[src/rtl/sseg_pkg.sv]
// Shared definitions for the seven-segment display arbiter.
// Contents: display geometry constants, the all-points-off decimal-point pattern,
// the arbiter state enum and a helper that builds the owner-marking dp pattern.
package sseg_pkg;

  localparam int unsigned DIGITS  = 4;
  localparam int unsigned DIGIT_W = 4;
  localparam int unsigned DATA_W  = 16;

  // Decimal points are active-low on the display driver.
  localparam logic [DIGITS-1:0] DP_OFF = 4'b1111;

  typedef enum logic [1:0] {
    IDLE,
    HOLD,
    OPEN
  } arb_state_e;

  // Light only the decimal point at position idx (active-low).
  function automatic logic [DIGITS-1:0] owner_dp_mark(input logic [1:0] idx);
    return DP_OFF & ~(4'b0001 << idx);
  endfunction

endpackage

[src/rtl/rr_pick.sv]
// Combinational round-robin picker.
// Ports:
//   req    - candidate request vector
//   start  - index searched first; the search wraps modulo N
//   onehot - one-hot winner (all zero when nothing is requested)
//   idx    - winner index (0 when nothing is requested)
//   valid  - at least one request is set
module rr_pick #(
  parameter int unsigned N  = 4,
  parameter int unsigned IW = 2
) (
  input  logic [N-1:0]  req,
  input  logic [IW-1:0] start,
  output logic [N-1:0]  onehot,
  output logic [IW-1:0] idx,
  output logic          valid
);

  logic [2*N-1:0] dbl;
  logic [N-1:0]   rot;
  int unsigned    sum;

  always_comb begin
    // Rotate so that bit 0 of rot corresponds to requester 'start'.
    dbl   = {req, req} >> start;
    rot   = dbl[N-1:0];
    valid = 1'b0;
    sum   = 0;
    for (int unsigned i = 0; i < N; i++) begin
      if (!valid && rot[i]) begin
        valid = 1'b1;
        sum   = 32'(start) + i;
      end
    end
    if (sum >= N) begin
      sum = sum - N;
    end
    idx    = IW'(sum);
    onehot = valid ? (N'(1) << idx) : '0;
  end

endmodule

[src/rtl/sseg_arbiter.sv]
// Round-robin arbiter sharing one 4-digit seven-segment display driver among
// N_REQ requesters, holding each owner for at least DWELL cycles.
// Ports:
//   clk_50M  - system clock
//   reset    - asynchronous active-high reset
//   req      - per-requester level request
//   data_bus - requester k's hex value at [16k+15:16k]
//   dp_bus   - requester k's decimal points at [4k+3:4k]
//   gnt      - registered one-hot grant
//   owner    - index of the current/last owner
//   active   - a grant is held
//   data     - registered data to the display driver
//   dp       - registered decimal points to the display driver
// Build option: define SSEG_ARB_OWNER_DP_EN to replace dp with an owner-index
// marker (dp[owner mod 4] lit, dp_bus ignored, all off when idle).
module sseg_arbiter
  import sseg_pkg::*;
#(
  parameter int unsigned N_REQ = 4,
  parameter int unsigned DWELL = 25_000_000,
  parameter int unsigned CNT_W = $clog2(DWELL)
) (
  input  logic                                    clk_50M,
  input  logic                                    reset,
  input  logic [N_REQ-1:0]                        req,
  input  logic [N_REQ*DATA_W-1:0]                 data_bus,
  input  logic [N_REQ*DIGITS-1:0]                 dp_bus,
  output logic [N_REQ-1:0]                        gnt,
  output logic [((N_REQ > 1) ? $clog2(N_REQ) : 1)-1:0] owner,
  output logic                                    active,
  output logic [DATA_W-1:0]                       data,
  output logic [DIGITS-1:0]                       dp
);

  localparam int unsigned OW = (N_REQ > 1) ? $clog2(N_REQ) : 1;

  arb_state_e        state_q, state_d;
  logic [CNT_W-1:0]  cnt_q, cnt_d;
  logic [OW-1:0]     ptr_q, ptr_d;
  logic [OW-1:0]     owner_q, owner_d;
  logic [N_REQ-1:0]  gnt_q, gnt_d;
  logic              active_q, active_d;
  logic [DATA_W-1:0] data_q, data_d;
  logic [DIGITS-1:0] dp_q, dp_d;

  logic [N_REQ-1:0]  cand;
  logic [N_REQ-1:0]  pick_oh;
  logic [OW-1:0]     pick_idx;
  logic              pick_vld;
  logic              owner_req;
  logic              dwell_done;
  logic              take;

  // The owner is excluded so it can only be re-granted through the idle path.
  // Since ptr is always owner+1 while granted, starting at ptr gives
  // "next after the owner" for both switching and drop handling.
  assign cand = req & ~gnt_q;

  rr_pick #(
    .N  (N_REQ),
    .IW (OW)
  ) u_rr_pick (
    .req    (cand),
    .start  (ptr_q),
    .onehot (pick_oh),
    .idx    (pick_idx),
    .valid  (pick_vld)
  );

  assign owner_req  = |(req & gnt_q);
  // The last HOLD cycle already behaves as OPEN, so an owner with contenders
  // keeps the display for exactly DWELL cycles.
  assign dwell_done = (state_q == OPEN) || (cnt_q == CNT_W'(DWELL - 1));

  always_comb begin
    state_d  = state_q;
    cnt_d    = cnt_q;
    ptr_d    = ptr_q;
    owner_d  = owner_q;
    gnt_d    = gnt_q;
    active_d = active_q;
    take     = 1'b0;

    unique case (state_q)
      IDLE: begin
        take = pick_vld;
      end
      HOLD, OPEN: begin
        if (!owner_req) begin
          if (pick_vld) begin
            take = 1'b1;
          end else begin
            state_d  = IDLE;
            gnt_d    = '0;
            active_d = 1'b0;
          end
        end else if (dwell_done) begin
          if (pick_vld) begin
            take = 1'b1;
          end else begin
            state_d = OPEN;
          end
        end else begin
          cnt_d = cnt_q + 1'b1;
        end
      end
      default: state_d = IDLE;
    endcase

    if (take) begin
      state_d  = HOLD;
      cnt_d    = '0;
      gnt_d    = pick_oh;
      owner_d  = pick_idx;
      active_d = 1'b1;
      ptr_d    = (pick_idx == OW'(N_REQ - 1)) ? '0 : pick_idx + 1'b1;
    end
  end

  // Display registers load the next owner's slice so a new grant and its data
  // appear together; when idle they hold the last value.
  always_comb begin
    data_d = data_q;
    dp_d   = dp_q;
    if (active_d) begin
      for (int k = 0; k < int'(N_REQ); k++) begin
        if (owner_d == OW'(k)) begin
          data_d = data_bus[k*DATA_W +: DATA_W];
`ifndef SSEG_ARB_OWNER_DP_EN
          dp_d   = dp_bus[k*DIGITS +: DIGITS];
`endif
        end
      end
    end
`ifdef SSEG_ARB_OWNER_DP_EN
    dp_d = active_d ? owner_dp_mark(2'(owner_d)) : DP_OFF;
`endif
  end

  always_ff @(posedge clk_50M or posedge reset) begin
    if (reset) begin
      state_q  <= IDLE;
      cnt_q    <= '0;
      ptr_q    <= '0;
      owner_q  <= '0;
      gnt_q    <= '0;
      active_q <= 1'b0;
      data_q   <= '0;
      dp_q     <= DP_OFF;
    end else begin
      state_q  <= state_d;
      cnt_q    <= cnt_d;
      ptr_q    <= ptr_d;
      owner_q  <= owner_d;
      gnt_q    <= gnt_d;
      active_q <= active_d;
      data_q   <= data_d;
      dp_q     <= dp_d;
    end
  end

  assign gnt    = gnt_q;
  assign owner  = owner_q;
  assign active = active_q;
  assign data   = data_q;
  assign dp     = dp_q;

endmodule

[config.mk]
export PLATFORM = sky130hd
export DESIGN_NAME = sseg_arbiter
export DESIGN_NICKNAME = d
export VERILOG_FILES = /design/src/rtl/sseg_pkg.sv /design/src/rtl/rr_pick.sv /design/src/rtl/sseg_arbiter.sv
export SDC_FILE = /design/constraint.sdc
export NUM_CORES = 1
export LEC_CHECK = 0
export ABC_AREA = 1
export CAP_MARGIN = 0
export CORE_UTILIZATION = 49
export CTS_CLUSTER_SIZE = 8
export DETAILED_ROUTE_END_ITERATION = 10
export PLACE_DENSITY_LB_ADDON = 0.15
export SYNTH_ARGS = -nofsm -noshare
export SYNTH_HDL_FRONTEND = slang
export SYNTH_SLANG_ARGS = --single-unit
[constraint.sdc]
create_clock -name clk_50M -period 2.2 [get_ports clk_50M]
set_input_delay 0.55 -clock clk_50M [delete_from_list [all_inputs] [get_ports clk_50M]]
set_output_delay 0.55 -clock clk_50M [all_outputs]
set_load 0.1 [all_outputs]
==> impl_metrics.tcl <==
set metrics [dict create \
    post-dp-hpwl_um 7920 \
    r2r_cells 19 \
    ys_types 33 \
    stdcell_area_mm2 0.00589 \
    die_x_um 91.8 \
    ios 113 \
    routed_wl_um 10600 \
    synthFlopType "dfrtp_1" \
    routedWlPerCell_um 12.5 \
    tightest_slew_ps 432 \
    violations "negative setup slack" \
    setup_slack_ps -185 \
    drv_slew 0 \
    ys_seq_area_frac 0.356 \
    status "complete, but fails checks" \
    placed_area_mm2 0.00554 \
    skew_ps 7.06 \
    gr-usage-all-layers 0.256 \
    endpoint "data[8]$_DFFE_PP0P_" \
    first_pass_iters 5 \
    die_area_mm2 0.00843 \
    yosysWarnings 0 \
    critPathLaunchType "flip-flop" \
    synthesis.area_mm2 0.00395 \
    crit_type "reg2reg" \
    h-tree-depth 2 \
    core_area_mm2 0.00777 \
    r2r-end "data[8]$_DFFE_PP0P_" \
    r2r-start "cnt_q[1]$_DFFE_PP0P_" \
    hold_path_startpoint "dp[3]$_DFFE_PP1P_" \
    end_kind "flip-flop" \
    post-route-util 0.759 \
    detail_route.vias_per_cell 4.98 \
    io_buffers 112 \
    async_flop_share 1.00 \
    drive_gt1_frac 0.230 \
    critPathArrivalTime_ps 2610 \
    die-height_um 91.8 \
    cts_sinks 56 \
    fin_crit_sh 1.08 \
    grt_pass1_wl_um 17700 \
    critical_path_peak_fanout 10 \
    place_congestion 0.887 \
    numCtsBuffers 5 \
    clock_path_buffers 2 \
    rows 32 \
    cts_tree "built" \
    postCtsHoldBufs 0 \
    drt-initial-drc-count 188 \
    num_antenna_cells 0 \
    maxCapViolCount 0 \
    grt_pass1_vias 4077 \
    hold_class "reg2reg" \
    vias 4199 \
    clkLatencyLatePin_ps 320 \
    grt_overflow 0 \
    r2r_setup_slack_ps -180 \
    max_clock_freq_mhz 419 \
    synth_edf_count 0 \
    fin_crit_ps 2380 \
    setup_violations 20 \
    rsz0062_at_grt "true" \
    detail-route-antenna-nets 0 \
    synth.avg_cell_area_um2 6.81 \
    clk_pin_slew_worst_paths_ps 100 \
    nNetsFinal 835 \
    netlist_instances 581 \
    clock-root-buffer "clkbuf_8" \
    grt_antenna_before_repair 0 \
    grt_max_degree 57 \
    cp_data_required_time_ps 2420 \
    final-hold-violation-count 0 \
    syn_nets 675 \
    drc 0 \
    slew-limit-headroom 0.709 \
    synth_seq_cells 56 \
    areaGrowthSynthToFinish_pct 49.1 \
    start_util 0.509 \
    startpoint "cnt_q[1]$_DFFE_PP0P_" \
]
-- critical path, cell delays in order (launching register included) --
cell and delay [ps]:
dfrtp_1 370, ha_2 190, nand3_2 90, inv_2 80, nand2_2 50, nor2_2 140, nand3_1 100, nand2_1 100
nand2_1 70, nand2_2 80, nand2_4 70, buf_12 130, o21ai_4 190, buf_4 150, clkbuf_16 150, nand3_1 70
nand3_1 90, nand2_1 50, nand2_1 80, nand2_1 50
-- per-layer routing --
metal	up-vias	routed length, µm	track usage
li1	2115	-	-
met1	1877	4430	0.320
met4	0	270	0.0794
met3	26	666	0.0398
met2	181	5190	0.455
met5	-	0	0
-- worst min-delay path by stage --
stage	end	cells past startpoint
2_1_floorplan	cnt_q[0]$_DFFE_PP0P_	1
3_3_place_gp	data[10]$_DFFE_PP0P_	2
3_5_place_dp	data[8]$_DFFE_PP0P_	2
4_1_cts	dp[3]$_DFFE_PP1P_	2
5_1_grt	data[8]$_DFFE_PP0P_	2
6_report	dp[3]$_DFFE_PP1P_	2
-- through the flow --
| step | worst slack [ps] | instances | setup TNS, ps | hold slack [ps] |
|---|---|---|---|---|
| after global placement | -491 | 822 | -16750 | 465 |
| after CTS | -11.6 | 833 | -18.8 | 494 |
| after floorplan | -78.6 | 581 | -1350 | 467 |
| final | -185 | 844 | -2640 | 491 |
| after global routing | -316 | 844 | -5980 | 506 |
| after detailed placement | -561 | 822 | -19620 | 469 |
-- synth_stat cells (7+ instances only) --
cell type  number  area (µm²)
buf_2           7        35.0
inv_1          91         342
nand4_1         8        50.1
ha_1            8         100
nor2_1         45         169
o21ai_1        20         100
xor2_1         15         131
nor3_1          9        45.0
nand2_1       167         627
o21ai_0        26         130
nand2_2         7        43.8
dfrtp_1        52        1300
nand3_1        68         340
buf_6           7        78.8
-- repair_timing --
action	CTS	global route
cloned	0	2
setup endpoints to repair	22	33
buffers inserted	3	9
pin swaps	2	13
resized for setup	14	19
-- cells in the final DEF (no fill, tap or decap), types with 2 or more instances in the layout --
master / instances
nand2_1: 162
inv_1: 84
clkdlybuf4s50_1: 81
buf_4: 77
nand3_1: 60
dfrtp_1: 47
nor2_1: 40
o21ai_0: 26
o21ai_1: 17
xor2_1: 15
nand3_2: 13
buf_12: 13
nand2_2: 12
inv_2: 11
nand4_1: 8
ha_1: 7
xnor2_1: 6
nor2_2: 5
nor3_1: 5
a21oi_1: 5
clkbuf_8: 5
dfrtp_2: 5
nor3_2: 4
dfstp_2: 4
dlygate4sd2_1: 4
o21ai_4: 3
nand2_4: 3
o21ai_2: 3
nor2_4: 2
nand3b_1: 2
clkbuf_16: 2
buf_6: 2
-- final cells by class --
cell class / count / area (µm²)
Clock buffer: 5 / 68.8
Clock inverter: 3 / 46.3
Fill cell: 584 / 1870
Inverter: 96 / 363
Multi-Input combinational cell: 403 / 2120
Sequential cell: 56 / 1410
Tap cell: 102 / 128
Timing Repair Buffer: 179 / 1760
-- cells by family after synthesis --
| family | after synthesis | synth area share |
|---|---|---|
| buffers and inverters | 122 | 0.139 |
| AOI/OAI and AO/OA | 56 | 0.0775 |
| adders and majority gates | 8 | 0.0253 |
| xor gates and xnor gates | 21 | 0.0465 |
| DFF | 56 | 0.356 |
| and+or+nand+nor | 318 | 0.356 |
-- sequential cells by signal (all words and copies together), names as in the netlist --
signal   cells
active       1
state_q      2
data        16
ptr_q        2
cnt_q       25
owner        2
dp           4
gnt          4
Power is left out: the tool's default activity adds up to more than one toggle a clock period on the data nets, which glitch-free logic cannot reach.
